## config.mk

```make
export PLATFORM = sky130hd
export DESIGN_NAME = id_stage
export DESIGN_NICKNAME = d
export VERILOG_FILES = /design/src/rtl/id_pkg.sv /design/src/rtl/id_regfile.sv /design/src/rtl/id_stage.sv
export SDC_FILE = /design/constraint.sdc
export NUM_CORES = 2
export LEC_CHECK = 0
export CAP_MARGIN = 5
export CORE_ASPECT_RATIO = 0.7
export CORE_MARGIN = 4
export CORE_UTILIZATION = 45
export DETAILED_ROUTE_END_ITERATION = 8
export PLACE_DENSITY = 0.7
export SYNTH_ARGS = -nofsm -noshare
export SYNTH_HDL_FRONTEND = slang
export SYNTH_SLANG_ARGS = --single-unit
```

## constraint.sdc

```tcl
create_clock -name clk -period 3.59 [get_ports clk]
set_input_delay 0.718 -clock clk [delete_from_list [all_inputs] [get_ports clk]]
set_output_delay 0.718 -clock clk [all_outputs]
set_load 0.1 [all_outputs]
```

## src/rtl/id_pkg.sv

```systemverilog
// Shared ID/EX definitions: opcodes, ALU operation encodings and instruction field positions.
// The ALU_* encodings are also consumed by the EX stage.
package id_pkg;

    localparam logic [5:0] OP_R    = 6'h00;
    localparam logic [5:0] OP_ADDI = 6'h08;
    localparam logic [5:0] OP_LW   = 6'h23;
    localparam logic [5:0] OP_SW   = 6'h2B;

    localparam logic [1:0] ALU_ADD  = 2'd0;
    localparam logic [1:0] ALU_SUB  = 2'd1;
    localparam logic [1:0] ALU_NAND = 2'd2;
    localparam logic [1:0] ALU_NOR  = 2'd3;

    localparam int OP_HI  = 31;
    localparam int OP_LO  = 26;
    localparam int RD_HI  = 25;
    localparam int RD_LO  = 21;
    localparam int RS1_HI = 20;
    localparam int RS1_LO = 16;
    localparam int RS2_HI = 15;
    localparam int RS2_LO = 11;
    localparam int FN_HI  = 1;
    localparam int FN_LO  = 0;
    localparam int IMM_HI = 15;
    localparam int IMM_LO = 0;

endpackage

```

## src/rtl/id_regfile.sv

```systemverilog
// NREG x XLEN register file: r0 hardwired to zero, one write port, three combinational reads.
// WB_BYPASS_EN selects write-through reads of the register being written this cycle.
module id_regfile #(
    parameter int XLEN = 32,
    parameter int NREG = 32,
    localparam int AW = $clog2(NREG)
)(
    input  logic            clk,
    input  logic            rst_n,
    input  logic            we,
    input  logic [AW-1:0]   waddr,
    input  logic [XLEN-1:0] wdata,
    input  logic [AW-1:0]   ra1,
    input  logic [AW-1:0]   ra2,
    input  logic [AW-1:0]   ra3,
    output logic [XLEN-1:0] rd1,
    output logic [XLEN-1:0] rd2,
    output logic [XLEN-1:0] rd3
);

    logic [XLEN-1:0] mem [NREG];

    always_ff @(posedge clk or negedge rst_n) begin
        if (!rst_n) begin
            for (int i = 0; i < NREG; i++) begin
                mem[i] <= '0;
            end
        end else if (we && waddr != '0) begin
            mem[waddr] <= wdata;
        end
    end

    function automatic logic [XLEN-1:0] read_port(
        input logic [AW-1:0]   a,
        input logic [XLEN-1:0] stored,
        input logic            w_en,
        input logic [AW-1:0]   w_addr,
        input logic [XLEN-1:0] w_data
    );
        logic [XLEN-1:0] v;
        v = stored;
`ifdef WB_BYPASS_EN
        if (w_en && w_addr == a) begin
            v = w_data;
        end
`else
        if (w_en && w_addr == a && 1'b0) begin
            v = w_data;
        end
`endif
        if (a == '0) begin
            v = '0;
        end
        return v;
    endfunction

    assign rd1 = read_port(ra1, mem[ra1], we, waddr, wdata);
    assign rd2 = read_port(ra2, mem[ra2], we, waddr, wdata);
    assign rd3 = read_port(ra3, mem[ra3], we, waddr, wdata);

endmodule

```

## src/rtl/id_stage.sv

```systemverilog
// Decode stage: register file, instruction decoder, load-use hazard detection and the ID/EX register.
// Optional macro WB_BYPASS_EN makes register file reads write-through (handled in id_regfile).
module id_stage
    import id_pkg::*;
#(
    parameter int XLEN = 32,
    parameter int NREG = 32,
    localparam int AW = $clog2(NREG)
)(
    input  logic            clk,
    input  logic            rst_n,
    input  logic            if_valid,
    input  logic [31:0]     if_instr,
    output logic            if_stall,
    input  logic            ex_flush,
    input  logic            wb_we,
    input  logic [AW-1:0]   wb_addr,
    input  logic [XLEN-1:0] wb_data,
    output logic            ex_valid,
    output logic [XLEN-1:0] ex_a,
    output logic [XLEN-1:0] ex_b,
    output logic [1:0]      ex_aluop,
    output logic [4:0]      ex_rd,
    output logic            ex_we,
    output logic            ex_mem_rd,
    output logic            ex_mem_wr,
    output logic [XLEN-1:0] ex_store_data
);

    function automatic logic signed [XLEN-1:0] sext_imm(input logic [15:0] imm);
        logic signed [15:0] s;
        s = imm;
        return XLEN'(s);
    endfunction

    logic [5:0]  op_f;
    logic [4:0]  rd_f;
    logic [4:0]  rs1_f;
    logic [4:0]  rs2_f;
    logic [1:0]  fn_f;
    logic [15:0] imm_f;

    assign op_f  = if_instr[OP_HI:OP_LO];
    assign rd_f  = if_instr[RD_HI:RD_LO];
    assign rs1_f = if_instr[RS1_HI:RS1_LO];
    assign rs2_f = if_instr[RS2_HI:RS2_LO];
    assign fn_f  = if_instr[FN_HI:FN_LO];
    assign imm_f = if_instr[IMM_HI:IMM_LO];

    logic [XLEN-1:0] rs1_v;
    logic [XLEN-1:0] rs2_v;
    logic [XLEN-1:0] rd_v;

    id_regfile #(.XLEN(XLEN), .NREG(NREG)) u_regfile (
        .clk   (clk),
        .rst_n (rst_n),
        .we    (wb_we),
        .waddr (wb_addr),
        .wdata (wb_data),
        .ra1   (rs1_f[AW-1:0]),
        .ra2   (rs2_f[AW-1:0]),
        .ra3   (rd_f[AW-1:0]),
        .rd1   (rs1_v),
        .rd2   (rs2_v),
        .rd3   (rd_v)
    );

    logic                   vld_p1;
    logic [XLEN-1:0]        a_p1;
    logic [XLEN-1:0]        b_p1;
    logic [1:0]             aluop_p1;
    logic [4:0]             rd_p1;
    logic                   we_p1;
    logic                   mrd_p1;
    logic                   mwr_p1;
    logic [XLEN-1:0]        sd_p1;

    // ---- stage p0: decode and hazard detection (combinational) ----
    logic                   known_p0;
    logic signed [XLEN-1:0] b_p0;
    logic [1:0]             aluop_p0;
    logic                   we_p0;
    logic                   mrd_p0;
    logic                   mwr_p0;
    logic [XLEN-1:0]        sd_p0;
    logic                   hz_p0;
    logic                   issue_p0;

    always_comb begin
        known_p0 = 1'b1;
        b_p0     = '0;
        aluop_p0 = ALU_ADD;
        we_p0    = 1'b0;
        mrd_p0   = 1'b0;
        mwr_p0   = 1'b0;
        sd_p0    = '0;
        case (op_f)
            OP_R: begin
                b_p0     = rs2_v;
                aluop_p0 = fn_f;
                we_p0    = 1'b1;
            end
            OP_ADDI: begin
                b_p0  = sext_imm(imm_f);
                we_p0 = 1'b1;
            end
            OP_LW: begin
                b_p0   = sext_imm(imm_f);
                we_p0  = 1'b1;
                mrd_p0 = 1'b1;
            end
            OP_SW: begin
                b_p0   = sext_imm(imm_f);
                mwr_p0 = 1'b1;
                sd_p0  = rd_v;
            end
            default: known_p0 = 1'b0;
        endcase
    end

    // Stores read their data register through the rd field, so it counts as a source.
    assign hz_p0 = vld_p1 && mrd_p1 && (rd_p1 != 5'd0) && if_valid &&
                   ((rd_p1 == rs1_f) ||
                    (op_f == OP_R  && rd_p1 == rs2_f) ||
                    (op_f == OP_SW && rd_p1 == rd_f));

    assign if_stall = hz_p0 && !ex_flush;
    assign issue_p0 = if_valid && known_p0 && !hz_p0 && !ex_flush;

    // ---- stage p1: ID/EX register ----
    always_ff @(posedge clk or negedge rst_n) begin
        if (!rst_n) begin
            vld_p1   <= 1'b0;
            a_p1     <= '0;
            b_p1     <= '0;
            aluop_p1 <= '0;
            rd_p1    <= '0;
            we_p1    <= 1'b0;
            mrd_p1   <= 1'b0;
            mwr_p1   <= 1'b0;
            sd_p1    <= '0;
        end else if (issue_p0) begin
            vld_p1   <= 1'b1;
            a_p1     <= rs1_v;
            b_p1     <= b_p0;
            aluop_p1 <= aluop_p0;
            rd_p1    <= rd_f;
            we_p1    <= we_p0 && (rd_f != 5'd0);
            mrd_p1   <= mrd_p0;
            mwr_p1   <= mwr_p0;
            sd_p1    <= sd_p0;
        end else begin
            vld_p1   <= 1'b0;
            a_p1     <= '0;
            b_p1     <= '0;
            aluop_p1 <= '0;
            rd_p1    <= '0;
            we_p1    <= 1'b0;
            mrd_p1   <= 1'b0;
            mwr_p1   <= 1'b0;
            sd_p1    <= '0;
        end
    end

    assign ex_valid      = vld_p1;
    assign ex_a          = a_p1;
    assign ex_b          = b_p1;
    assign ex_aluop      = aluop_p1;
    assign ex_rd         = rd_p1;
    assign ex_we         = we_p1;
    assign ex_mem_rd     = mrd_p1;
    assign ex_mem_wr     = mwr_p1;
    assign ex_store_data = sd_p1;

endmodule

```

==> run metrics <==
RePlAce Congestion between 0.8 and 0.9; GRT Resource Usage Total 28.8%; Max IR drop VDD 0.499 mV; Lkg Pwr 31.2 nW; share of flip-flops with an asynchronous set or reset 100%; Residual DRC 0; crit path DAT 2.79 ns; kind of critical path input port to output port; ys flop type dfrtp_1; Comb pwr share 23.5%; post-place setup slack -0.325 ns; I/O pin count ~180; maximum clock rate roughly 0.29 GHz; Psw between 10 and 15 mW; Worst setup EP type output port; CTS H-tree lvls 3; vias per cell about 7; Post-synth EDFFs 0; DR vias approximately 43000; part of the cycle the worst path needs 97.6%; crit-path cells clkdlybuf4s50_1, or4b_4, or4_4, a31o_4, nor2_4, buf_12; pwr dens 519 nW/um2; first-pass GRT wire length 319000 um; synthesized area per cell 16.1 um2; Synthesized Nets between 4000 and 5000; final WL 218000 um; largest net degree at the start of global routing 123; synthesized cell area 65500 um2; TritonRoute pass-1 iters 5; Detailed Route Iter0 Violations 5273; vias in the first global route 43300; die width 464 um; Avg WL per Cell 35.8 um; Sw Ratio 28.1%; Critical Path Start Type input port; Final Core Density 52.2%; Starting Density between 40% and 50%; share of layout cells above drive strength 1 58.5%; Hold WC Path Type input port to flip-flop; Synthesis Warnings 0; Critical Path Fanout Max 2; Final WS setup slightly below 0.09 ns; max cap viols 0; setup TNS 0 ns; cells after synthesis 4055; Synth cell types slightly above 50; Post-DRT Antenna Nets 0; clk buf depth 3; Slew @ Worst Pin 1.22 ns; Critical Path RT 2.87 ns; max-slew violations 0; total power draw 38.9 mW; CTS buffer count between 100 and 150; Clk pin slew, worst setup/hold paths 0.06 ns; clk_lat worst skew 0.76 ns; Fin. Hold Viols 0; max incr delay on CP about 0.56 ns; Die H approximately 330 um; Seq pwr share 43.9%; Slowest cell on crit path or4b_4; # clock sinks 1131; Row Count 116; area grow syn2layout 14.6%; minimum clock period after layout 3.50 ns; initial antenna violation count 9; RSZ-0062 raised after global routing false; die area roughly 150000 um2; #FFs+latches synth 1131; clk root buf clkbuf_16; outcome finished, final reports clean; final setup vio count 0; Internal 28.0 mW; clock skew between 0.02 and 0.03 ns; CORE AREA ~140000 um2; sequential area share after synthesis around 43%; slew margin rel. 18.6%; Clock Power Share 32.6%; GRT Residual Overflow 0; placed wire-length estimate 136000 um; Nets 4180; Port-buffer cells around 180; CTS tree yes
[cells in the final DEF, fill, tap and decap left out, types with 8 or more instances in the layout]
cell	netlist	layout
nor2_1	104	89
a221oi_1	13	13
clkbuf_8	0	25
xor2_1	8	8
clkinv_2	0	20
mux2i_1	128	128
clkdlybuf4s50_1	0	112
a32oi_1	9	9
clkinvlp_4	0	8
a22oi_1	48	48
bufinv_16	0	16
clkbuf_16	0	111
buf_4	4	183
nand2_1	54	45
buf_12	0	112
a21oi_1	26	26
nor2_4	0	11
dfrtp_1	1131	1131
nand2_4	1	10
nor3_1	24	20
mux2_2	1008	1008
nand3_1	13	12
clkbuf_1	318	11
mux4_2	901	901
[cells in the mapped netlist, drive strengths merged (5+ instances only)]
cell | n | area (um2)
o211ai | 7 | 57.6
nor2 | 104 | 390
xor2 | 8 | 70.1
nor3 | 25 | 130
nand2b | 6 | 37.5
nor2b | 7 | 43.8
xnor2 | 7 | 61.3
or4 | 5 | 37.5
nand4 | 6 | 37.5
a32oi | 9 | 78.8
a22oi | 48 | 360
dfrtp | 1131 | 28300
mux2i | 128 | 1280
nand3 | 14 | 75.1
mux4 | 901 | 20300
a21oi | 26 | 130
or3 | 5 | 31.3
and3 | 7 | 43.8
mux2 | 1012 | 11400
a221oi | 13 | 114
clkbuf | 318 | 1190
buf | 166 | 763
o22ai | 5 | 31.3
nand2 | 55 | 214
[critical path, delay by kind of cell]
| family | cells | cell delay, ns |
|---|---|---|
| AO/OA/AOI/OAI | 1 | 0.25 |
| buffers and inverters | 2 | 0.63 |
| AND/OR/NAND/NOR | 3 | 1.18 |
[routing by layer]
layer,vias to the layer above,part of all wire [%],routed length (um),global-route usage [%]
li1,16300,-,-,-
met1,23200,41,88800,41.7
met2,2599,44,95400,41.3
met3,465,12,25100,9.20
met4,4,3.9,8470,9.91
met5,-,0.010,22,0
[power by group through the flow]
stage	registers (mW)	logic, mW	clock network [mW]
floorplan	16.5	6.85	0
global placement	17.0	8.88	0
detailed placement	17.2	9.05	0
CTS	17.0	9.09	12.9
global route	17.4	9.67	13.4
finish	17.1	9.14	12.7
[cells by family (layout without fill, tap and decap cells)]
| logic type | after synthesis | in the layout | synth area share (%) |
|---|---|---|---|
| AO/OA/AOI/OAI | 131 | 131 | 1.45 |
| XOR/XNOR | 15 | 15 | 0.201 |
| buffers and inverters | 488 | 625 | 3.01 |
| flip-flops | 1131 | 1131 | 43.2 |
| multiplexers | 2041 | 2041 | 50.3 |
| other | 0 | 3 | 0 |
| AND/OR/NAND/NOR | 249 | 249 | 1.77 |
[repair_timing]
item / in CTS / in global routing
hold buffers: 1 / 0
hold endpoints to repair: 50 / 0
setup endpoints to repair: 1 / 1
setup buffers: 1 / 0
pin swaps: 4 / 1
resized for setup: 12 / 0
[cell type report]
class | instances | area [um2]
multi-input combinational | 2436 | 35500
antenna | 3 | 7.51
clock buffer | 147 | 3160
inverter | 4 | 21.3
timing repair buffer | 424 | 4940
fill | 11600 | 68700
tap | 1888 | 2360
sequential | 1131 | 28300
clock inverter | 50 | 748
[state kept, by name (all words and copies together) (netlist names)]
name / flops
ex_rd: 5
ex_we: 1
ex_mem_wr: 1
ex_b: 32
ex_mem_rd: 1
u_regfile.mem: 1024
ex_valid: 1
ex_store_data: 32
ex_a: 32
ex_aluop: 2
[stage by stage]
| stage | hold WS (ns) | cells | instance area [um2] |
|---|---|---|---|
| 5_1_grt | 0.401 | 6082 | 75000 |
| 3_3_place_gp | 0.393 | 5882 | 71100 |
| 3_5_place_dp | 0.402 | 5882 | 71100 |
| 6_report | 0.417 | 6083 | 75000 |
| 2_1_floorplan | 0.422 | 4055 | 65500 |
| 4_1_cts | 0.369 | 6080 | 75000 |
[final timing paths]
kind / startpoint / end / slack, ns / cells after the start
worst min register to register: u_regfile.mem[1014] / u_regfile.mem[1014] / 0.42 / 0
max in group asynchronous: rst_n / u_regfile.mem[904] / 1.94 / 4
worst min-delay path: if_instr[29] / ex_mem_rd / 0.42 / 3
worst max register to register: ex_rd[2] / ex_a[0] / 1.26 / 7
min in group asynchronous: rst_n / ex_valid / 0.59 / 2
worst max-delay path: if_instr[28] / if_stall / 0.09 / 6
(Power assumes the default switching activity.)
